--- config.mk ---
export PLATFORM = sky130hd
export DESIGN_NAME = pong_ball_str
export DESIGN_NICKNAME = d
export VERILOG_FILES = /design/src/rtl/pong_ball_str.sv
export SDC_FILE = /design/constraint.sdc
export NUM_CORES = 1
export LEC_CHECK = 0
export ABC_AREA = 1
export BUFFER_PORTS_ARGS = -buffer_cell sky130_fd_sc_hd__buf_2
export CORE_ASPECT_RATIO = 1.25
export CORE_UTILIZATION = 52
export CTS_CLUSTER_DIAMETER = 40
export DETAILED_ROUTE_END_ITERATION = 10
export GPL_TIMING_DRIVEN = 0
export PLACE_DENSITY = 0.76
export SLEW_MARGIN = 20
export SYNTH_ARGS = -nofsm -noshare
export SYNTH_HDL_FRONTEND = slang
export SYNTH_SLANG_ARGS = --single-unit
--- constraint.sdc ---
create_clock -name px_clk -period 1.9 [get_ports px_clk]
set_clock_uncertainty 0.15 [all_clocks]
set_input_delay 0 -clock px_clk [delete_from_list [all_inputs] [get_ports px_clk]]
set_output_delay 0 -clock px_clk [all_outputs]
set_load 0.005 [all_outputs]
--- src/rtl/pong_ball_str.sv ---
// pong_ball_str
// Pixel-stream stage that overlays the pong ball on a 23-bit VGA stream.
// The stage keeps the ball position, direction and scores, and advances the
// ball once per frame. Every input pixel is re-emitted two cycles later with
// an aligned 3-bit RGB value.
//
// Ports
//   px_clk      pixel clock (only clock)
//   rst_n       synchronous active-low reset
//   strVGA_in   [9:0] x_px, [19:10] y_px, [20] hsync, [21] vsync, [22] activevideo
//   pause       freezes game state on frame ticks
//   strVGA_out  strVGA_in delayed by two cycles
//   rgb         colour for the pixel currently on strVGA_out
//   score_l     left player score, saturates at 9
//   score_r     right player score, saturates at 9
//   frame_tick  one-cycle pulse at the falling edge of vsync
//
// Optional feature macro: PONG_BALL_BORDER_EN
//   When defined, active pixels on the outer screen edge are drawn white and
//   take priority over the ball.
//
// FSM states
//   state    | meaning
//   ST_SERVE | ball hidden, counting frames until the next serve
//   ST_MOVE  | ball visible, moving and bouncing each frame
module pong_ball_str #(
  parameter int unsigned H_ACTIVE     = 640,
  parameter int unsigned V_ACTIVE     = 480,
  parameter int unsigned BALL_SIZE    = 8,
  parameter int unsigned SPEED        = 2,
  parameter int unsigned SERVE_FRAMES = 60,
  parameter logic [2:0]  BALL_COLOR   = 3'b111
) (
  input  logic        px_clk,
  input  logic        rst_n,
  input  logic [22:0] strVGA_in,
  input  logic        pause,
  output logic [22:0] strVGA_out,
  output logic [2:0]  rgb,
  output logic [3:0]  score_l,
  output logic [3:0]  score_r,
  output logic        frame_tick
);

  localparam int CW = (SERVE_FRAMES > 1) ? $clog2(SERVE_FRAMES) : 1;

  localparam logic [CW-1:0] CNT_LAST = CW'(SERVE_FRAMES - 1);
  localparam logic [CW-1:0] CNT_ONE  = CW'(1);

  // 11-bit compare domain so that bx + BALL_SIZE never wraps.
  localparam logic [10:0] X_MAX = 11'(H_ACTIVE - BALL_SIZE);
  localparam logic [10:0] Y_MAX = 11'(V_ACTIVE - BALL_SIZE);
  localparam logic [10:0] SPD11 = 11'(SPEED);
  localparam logic [10:0] BSZ11 = 11'(BALL_SIZE);
  localparam logic [9:0]  SPD10 = 10'(SPEED);
  localparam logic [9:0]  X_CTR = 10'((H_ACTIVE - BALL_SIZE) / 2);
  localparam logic [9:0]  Y_CTR = 10'((V_ACTIVE - BALL_SIZE) / 2);
  localparam logic [3:0]  SCORE_MAX = 4'd9;

  typedef enum logic {
    ST_SERVE = 1'b0,
    ST_MOVE  = 1'b1
  } state_e;

  state_e          state_q, state_d;
  logic [9:0]      bx_q, bx_d;
  logic [9:0]      by_q, by_d;
  logic            dx_left_q, dx_left_d;
  logic            dy_up_q, dy_up_d;
  logic [CW-1:0]   cnt_q, cnt_d;
  logic [3:0]      score_l_q, score_l_d;
  logic [3:0]      score_r_q, score_r_d;

  logic            vs_q;
  logic            tick_q;
  logic            step;
  logic            ball_vis;

  logic [22:0]     s1_q, s2_q;
  logic            hit_q, hit_d;
  logic [2:0]      rgb_q, rgb_d;

  logic [10:0]     bx_ext, by_ext;
  logic [10:0]     x_in, y_in;
  logic            av_in;

  assign bx_ext = {1'b0, bx_q};
  assign by_ext = {1'b0, by_q};
  assign x_in   = {1'b0, strVGA_in[9:0]};
  assign y_in   = {1'b0, strVGA_in[19:10]};
  assign av_in  = strVGA_in[22];

  // Frame tick: vsync register resets high so reset never produces a tick.
  always_ff @(posedge px_clk) begin
    if (!rst_n) begin
      vs_q   <= 1'b1;
      tick_q <= 1'b0;
    end else begin
      vs_q   <= strVGA_in[21];
      tick_q <= vs_q & ~strVGA_in[21];
    end
  end

  assign step = tick_q & ~pause;

  // State register
  always_ff @(posedge px_clk) begin
    if (!rst_n) begin
      state_q   <= ST_SERVE;
      bx_q      <= X_CTR;
      by_q      <= Y_CTR;
      dx_left_q <= 1'b0;
      dy_up_q   <= 1'b0;
      cnt_q     <= '0;
      score_l_q <= '0;
      score_r_q <= '0;
    end else begin
      state_q   <= state_d;
      bx_q      <= bx_d;
      by_q      <= by_d;
      dx_left_q <= dx_left_d;
      dy_up_q   <= dy_up_d;
      cnt_q     <= cnt_d;
      score_l_q <= score_l_d;
      score_r_q <= score_r_d;
    end
  end

  // Next-state logic, evaluated only on unpaused frame ticks
  always_comb begin
    state_d   = state_q;
    bx_d      = bx_q;
    by_d      = by_q;
    dx_left_d = dx_left_q;
    dy_up_d   = dy_up_q;
    cnt_d     = cnt_q;
    score_l_d = score_l_q;
    score_r_d = score_r_q;

    if (step) begin
      case (state_q)
        ST_SERVE: begin
          if (cnt_q == CNT_LAST) begin
            cnt_d   = '0;
            bx_d    = X_CTR;
            by_d    = Y_CTR;
            state_d = ST_MOVE;
          end else begin
            cnt_d = cnt_q + CNT_ONE;
          end
        end

        ST_MOVE: begin
          if (dy_up_q) begin
            if (by_ext < SPD11) begin
              by_d    = '0;
              dy_up_d = 1'b0;
            end else begin
              by_d = by_q - SPD10;
            end
          end else begin
            if (by_ext + SPD11 > Y_MAX) begin
              by_d    = Y_MAX[9:0];
              dy_up_d = 1'b1;
            end else begin
              by_d = by_q + SPD10;
            end
          end

          // A miss leaves dx unchanged, so the next serve heads toward the
          // player who conceded.
          if (dx_left_q) begin
            if (bx_ext < SPD11) begin
              if (score_r_q != SCORE_MAX) begin
                score_r_d = score_r_q + 4'd1;
              end
              state_d = ST_SERVE;
            end else begin
              bx_d = bx_q - SPD10;
            end
          end else begin
            if (bx_ext + SPD11 > X_MAX) begin
              if (score_l_q != SCORE_MAX) begin
                score_l_d = score_l_q + 4'd1;
              end
              state_d = ST_SERVE;
            end else begin
              bx_d = bx_q + SPD10;
            end
          end
        end

        default: state_d = ST_SERVE;
      endcase
    end
  end

  // Output decode
  always_comb begin
    ball_vis = 1'b0;
    case (state_q)
      ST_MOVE:  ball_vis = 1'b1;
      default:  ball_vis = 1'b0;
    endcase
  end

  // Pixel path, stage 1: ball hit test against the live ball registers.
  // Those registers only change during vsync, never inside active video.
  assign hit_d = av_in & ball_vis &
                 (x_in >= bx_ext) & (x_in < bx_ext + BSZ11) &
                 (y_in >= by_ext) & (y_in < by_ext + BSZ11);

`ifdef PONG_BALL_BORDER_EN
  logic border_q, border_d;

  assign border_d = av_in &
                    ((x_in == 11'd0) | (x_in == 11'(H_ACTIVE - 1)) |
                     (y_in == 11'd0) | (y_in == 11'(V_ACTIVE - 1)));

  always_ff @(posedge px_clk) begin
    if (!rst_n) begin
      border_q <= 1'b0;
    end else begin
      border_q <= border_d;
    end
  end

  assign rgb_d = border_q ? 3'b111 : (hit_q ? BALL_COLOR : 3'b000);
`else
  assign rgb_d = hit_q ? BALL_COLOR : 3'b000;
`endif

  always_ff @(posedge px_clk) begin
    if (!rst_n) begin
      s1_q  <= '0;
      hit_q <= 1'b0;
      s2_q  <= '0;
      rgb_q <= '0;
    end else begin
      s1_q  <= strVGA_in;
      hit_q <= hit_d;
      s2_q  <= s1_q;
      rgb_q <= rgb_d;
    end
  end

  assign strVGA_out = s2_q;
  assign rgb        = rgb_q;
  assign score_l    = score_l_q;
  assign score_r    = score_r_q;
  assign frame_tick = tick_q;

endmodule
# Word-level counts from Yosys, hierarchy flattened
# Cells that the tools add are included.
[totals] register_bits=84 latch_bits=0 mem_bits_rw=0 romBits=0 in_bits=26 output_inout_bits=35 word_cells=64 mem_count=0
[op_classes] addsub=9 mul=0 div=0 magnitude_cmp=7 n_eq_ne=4 n_shift=0 mux=17 bitwise_logic=10 reduce_logical=5
[ops] op="$mux 10" count=6
[ops] op="$pmux 10 s2" count=2
[ops] op="$add 10x2->11 const B" count=2
[ops] op="$add 10x4->11 const B" count=2
[ops] op="$lt 10x11->1" count=2
[ops] op="$add 10x2->10 const B" count=2
[ops] op="$ge 10x10->1" count=2
[ops] op="$gt 11x10->1 const B" count=1
[ops] op="$gt 11x9->1 const B" count=1
[ops] op="$lt 10x2->1 const B" count=1
[ops] op="$sub 10x2->10 const B" count=1
[ops] op="$and 1x1->1" count=7
[ops] op="$add 6x1->6 const B" count=1
[ops] op="$eq 6x6->1 const B" count=1
[ops] op="$mux 1" count=6
[ops] op="$mux 6" count=1
[ops] op="$reduce_and 2->1" count=3
[ops] op="$add 4x1->4 const B" count=1
[ops] op="$ne 2x2->1 const B" count=2
[ops] op="$ne 4x4->1 const B" count=1
[ops] op="$reduce_and 4->1" count=1
[ops] op="$mux 3" count=1
[ops] op="$not 1->1" count=3
[ops] op="$reduce_and 3->1" count=1
[ops] op="$pmux 1 s2" count=1

# Longest topological paths before layout
[depth] word_depth=6 mapped_depth=16 ltp_nobuf=15

# Least setup slack after synthesis
# OpenSTA, ideal clock, no wires.
[synth_timing] path_kind="reg-to-reg" from="register by_q[3]" to="register hit_q" setup_ns=0.110 arrival_ns=1.809 required_ns=1.640 path_slack_ns=-0.170 stages_incl_launch_ff=11 n_path_buf=0 synth_period_minus_slack_ns=2.070 path_cell_list="dfxtp_1 ha_1 nand2_1 nor3_1 xor2_1 ha_1 nand4_1 nor4b_1 nand2_1 nand2_1 nor2_1"
[synth_via] elab_chain_len=3 elab_cells_between_ends=5 cone_classes="1 x add/sub; 2 x order compare; 2 x bitwise"
[synth_lines] item="start: declaration" line_no="67" rtl="logic [9:0] by_q, by_d;"
[synth_lines] item="start signal: assignment" line_no="120" rtl="by_q <= by_d;"
[synth_lines] item="$add 10x4->11 / $ge 10x10->1 (equally long branches)" line_no="211" rtl="(y_in >= by_ext) & (y_in < by_ext + BSZ11);"
[synth_lines] item="$lt 10x11->1 / $and 1x1->1 (equally long branches)" line_no="211, 210"
[synth_lines] item="$and 1x1->1 *" line_no="211"
[synth_lines] item="end signal: assignment" line_no="241" rtl="hit_q <= hit_d;"
[synth_lines] item="end: declaration" line_no="80" rtl="logic hit_q, hit_d;"
# Every way passes the cells marked *; elsewhere a longest branch is shown, timed or not.
# A chain may end at the register's enable or synchronous reset.

# Worst setup path after layout
[layout_timing] from="register bx_q[7]" to="register bx_q[3]"
[layout_via] elab_chain_len=4
[layout_lines] item="start: declaration" line_no="66" rtl="logic [9:0] bx_q, bx_d;"
[layout_lines] item="start signal: assignment" line_no="110" rtl="bx_q <= X_CTR;"
[layout_lines] item="start signal: assignment" line_no="119" rtl="bx_q <= bx_d;"
[layout_lines] item="$add 10x2->11" line_no="182" rtl="if (bx_ext + SPD11 > X_MAX) begin"
[layout_lines] item="$gt 11x10->1" line_no="182"
[layout_lines] item="$ne 2x2->1 (no line)"
[layout_lines] item="$reduce_and 3->1 (no line)"
# No other way between the ends.

==> metrics.md <==
| Metric | Value |
|---|---|
| DP HPWL | about 7000 microns |
| Setup tns final | -4714 ps |
| Synth Instances | ~610 |
| Area Overhead vs Synth | 38.70% |
| Initial antenna violation count | 0 |
| # IOs | 61 |
| Hold WC Path Type | in2reg |
| Design Area, Final | about 0.0060 sq mm |
| Status | finished, violations left |
| Core region area | about 0.0080 sq mm |
| Nets | 811 |
| Router iterations before antenna repair | 8 |
| Flops & latches, synth | 80 |
| PortBufs | 55 |
| Seq/Total Area, Yosys | 0.3675 |
| Total Wirelength | roughly 12000 microns |
| Rel. slew slack | 0.6341 |
| Largest net degree at the start of global routing | 17 |
| Mapped Area | 0.004358 sq mm |
| Global-route wire length before repair | 17230 microns |
| Global Route Usage Sum | 0.2437 |
| Worst r2r src | bx_q[7] |
| Diode count | 0 |
| Startpoint Class | register |
| Sequential Power Share | 0.521 |
| Largest fanout on the critical path | 5 |
| Max-Cap Viols | 0 |
| Sw frac | 0.2523 |
| Vias in the first global route | just over 4000 |
| DIE AREA | 0.008753 sq mm |
| Clock slew at reported path FFs | roughly 100 ps |
| Post-DP Area | ~0.0048 sq mm |
| Max VDD drop | 0.3279 mV |
| Worst R2R Path Depth | 14 |
| R2R setup slack | -360 ps |
| CP Capture Type | register |
| Hold slack | slightly below 200 ps |
| TritonCTS clock tree | done |
| Max Buffers Root-to-Sink | 2 |
| Max-slew violation count | 0 |
| Min cycle time layout | between 2000 and 2500 ps |
| Slew @ Worst Pin | 548.8 ps |
| RR Endpoint | bx_q[3] |
| Die span in x | 83.88 microns |
| Cts bufs inserted | 9 |
| Unique cell type count in the Yosys netlist | 38 |
| Gpl congestion | 0.9425 |
| Row cnt | 36 |
| # DRC | 16 |
| Setup Crit Path Kind | reg2reg |
| Final setup viols | 20 |
| P_sw | 0.8358 mW |
| Fmax | approximately 0.44 GHz |
| Post-place setup slack | -349.4 ps |
| Setup crit end | bx_q[3] |
| RSZ-0062 raised after global routing | true |
| Grt ovf | 0 |
| Vias | between 4000 and 5000 |
| Vias per Instance | around 5.3 |
| Failing checks | design-rule violations, negative setup slack |
| Share of cells above drive strength 1 | 0.3097 |
| Final hold vios | 0 |
| ANT nets after route | 0 |
| Root Buffer | clkbuf_8 |
| Starting Density | 0.5466 |
| H-tree levels | 3 |
| Logic pwr share | 0.085 |
| Crit path from | bx_q[7] |
| Worst Setup Slack, final | -356.3 ps |
| Internal | 2.476 mW |
| Die height | ~100 microns |
| Ys Warns | 0 |
| LEAKAGE | between 3 and 4 nW |
| WL/cell | between 10 and 15 microns |
| Clock sink total | 80 |
| WP data required | between 1500 and 2000 ps |
| Data arrival time of the worst path | between 2000 and 2500 ps |
| Final period utilization | 1.188 |
| Pwr/cell area | between 500 and 600 mW/mm^2 |
| Mean Syn Cell Area | just over 7 sq um |
| Worst skew pair latency | 370 ps |
| Clock group share of total power | 0.395 |
| DRT iter0 DRCs | 210 |
## power by group through the flow
stage | clock network (mW) | registers [mW] | logic (mW)
detailed placement | 0 | 1.77 | 0.220
finish | 1.31 | 1.73 | 0.280
CTS | 1.33 | 1.73 | 0.267
floorplan | 0 | 1.78 | 0.125
global route | 1.40 | 1.73 | 0.313
global placement | 0 | 1.77 | 0.211
## logic make-up (layout without fill, tap and decap cells)
| family | Yosys count | in the layout | share of synthesized area |
|---|---|---|---|
| simple gates | 258 | 258 | 0.2541 |
| buf+inv | 121 | 262 | 0.1128 |
| compound gates | 81 | 81 | 0.1008 |
| flops | 80 | 80 | 0.3675 |
| fa+ha+maj | 41 | 41 | 0.1177 |
| xor+xnor | 23 | 23 | 0.04623 |
| other cells | 1 | 4 | 0.0008605 |
## flip-flops by register name, summed over array words and instances (netlist names)
| name | count |
|---|---|
| frame_tick | 1 |
| vs_q | 1 |
| hit_q | 1 |
| bx_q | 9 |
| by_q | 9 |
| score_l | 4 |
| dy_up_q | 1 |
| s1_q | 23 |
| strVGA_out | 23 |
| state_q | 1 |
| rgb | 1 |
| cnt_q | 6 |
## worst min path at each step
stage                        from          to  slack, ps  cells after the start
floorplan           strVGA_in[21]  frame_tick        -80                      1
global placement     strVGA_in[0]     s1_q[0]         30                      3
detailed placement   strVGA_in[0]     s1_q[0]         40                      3
CTS                 strVGA_in[21]  frame_tick        180                      3
global route        strVGA_in[21]  frame_tick        190                      3
finish              strVGA_in[21]  frame_tick        190                      3
## metrics by stage
stage / power, mW / std cells / util
floorplan: 1.902 / 608 / -
global placement: 1.984 / 758 / 0.6053
detailed placement: 1.995 / 758 / 0.6053
CTS: 3.328 / 824 / 0.7105
global route: 3.443 / 844 / 0.7582
finish: 3.312 / 844 / 0.7582
## cells in the final DEF, fill, tap and decap left out, types with 3 or more instances in the layout
cell	count
ha_1	34
dlygate4sd3_1	26
conb_1	4
dfxtp_1	67
dfxtp_4	8
nand2_2	10
ha_4	5
buf_2	57
inv_6	3
clkbuf_1	5
nor2_4	7
nor2_2	13
xor2_1	16
o21ai_2	7
dfxtp_2	5
nand4_1	7
buf_6	9
clkbuf_8	10
inv_1	89
inv_2	8
a21oi_1	35
nand2_1	127
xor2_2	5
nand3_1	36
o211ai_1	4
a21oi_2	6
nand3_2	4
o21ai_1	7
nor2_1	30
nand2_4	11
o21ai_0	13
buf_4	44
## area by class of cell
class,count,area [sq um]
multi-input cells,407,2671
fillers,530,1928
flip-flops and latches,80,1638
repair buffers,125,889.6
inverters,101,385.4
plain buffers,20,133.9
clock buffers,9,123.9
well taps,95,118.9
clock inverters,7,83.83
## cell usage after synthesis
cell / instances / area, sq um
xor2_1: 21 / 183.9
nand3_1: 39 / 195.2
nor3b_1: 1 / 7.510
o311a_1: 1 / 10.01
o21a_1: 1 / 7.510
inv_1: 97 / 364.1
o211ai_1: 4 / 30.03
nand3b_1: 2 / 15.01
or2_2: 2 / 12.51
clkinv_1: 3 / 11.26
buf_4: 7 / 52.55
nor3_1: 5 / 25.02
buf_6: 1 / 11.26
nor2_1: 47 / 176.4
o2111ai_1: 1 / 8.760
nor4b_1: 1 / 8.760
nand2_1: 143 / 536.8
o31ai_1: 1 / 7.510
nor4_1: 1 / 6.260
nand3_2: 2 / 20.02
dfxtp_1: 80 / 1602
conb_1: 1 / 3.750
nor2_2: 3 / 18.77
clkbuf_2: 1 / 5.000
nand4_1: 7 / 43.79
buf_2: 2 / 10.01
a21oi_1: 41 / 205.2
ha_1: 41 / 513.0
inv_2: 1 / 3.750
nand2_2: 3 / 18.77
o21ai_1: 4 / 20.02
clkbuf_1: 8 / 30.03
o21ai_0: 24 / 120.1
xnor2_1: 2 / 17.52
a211oi_1: 2 / 15.01
nand2_4: 2 / 22.52
o21bai_1: 2 / 15.01
buf_1: 1 / 3.750
## what timing repair did
item / 4_1_cts / 5_1_grt
hold buffers: 26 / 0
setup endpoints to repair: 26 / 27
buffers inserted: 23 / 19
gates resized for setup: 57 / 79
hold endpoints to repair: 31 / 0
gates cloned: 1 / 1
pin swaps: 24 / 38
## worst max-delay path: stages (launching register included)
cell and delay [ps]:
dfxtp_2 410, nand2_2 130, nor2_2 220, nand2_1 140, nand2_1 90, nand2_1 100
nor2_1 130, nand3_1 120, nand2_1 120, nand2_2 90, nand2_4 80, nand2_4 60
buf_6 140, o21ai_2 50, nand3_1 80
## metal layers
metal / part of all wire / GRT usage
met4: 0.050 / 0.1490
met2: 0.49 / 0.4379
met5: 0 / 0
met3: 0.061 / 0.04683
met1: 0.40 / 0.2603
Note: power is estimated with default switching activity, not from simulation.
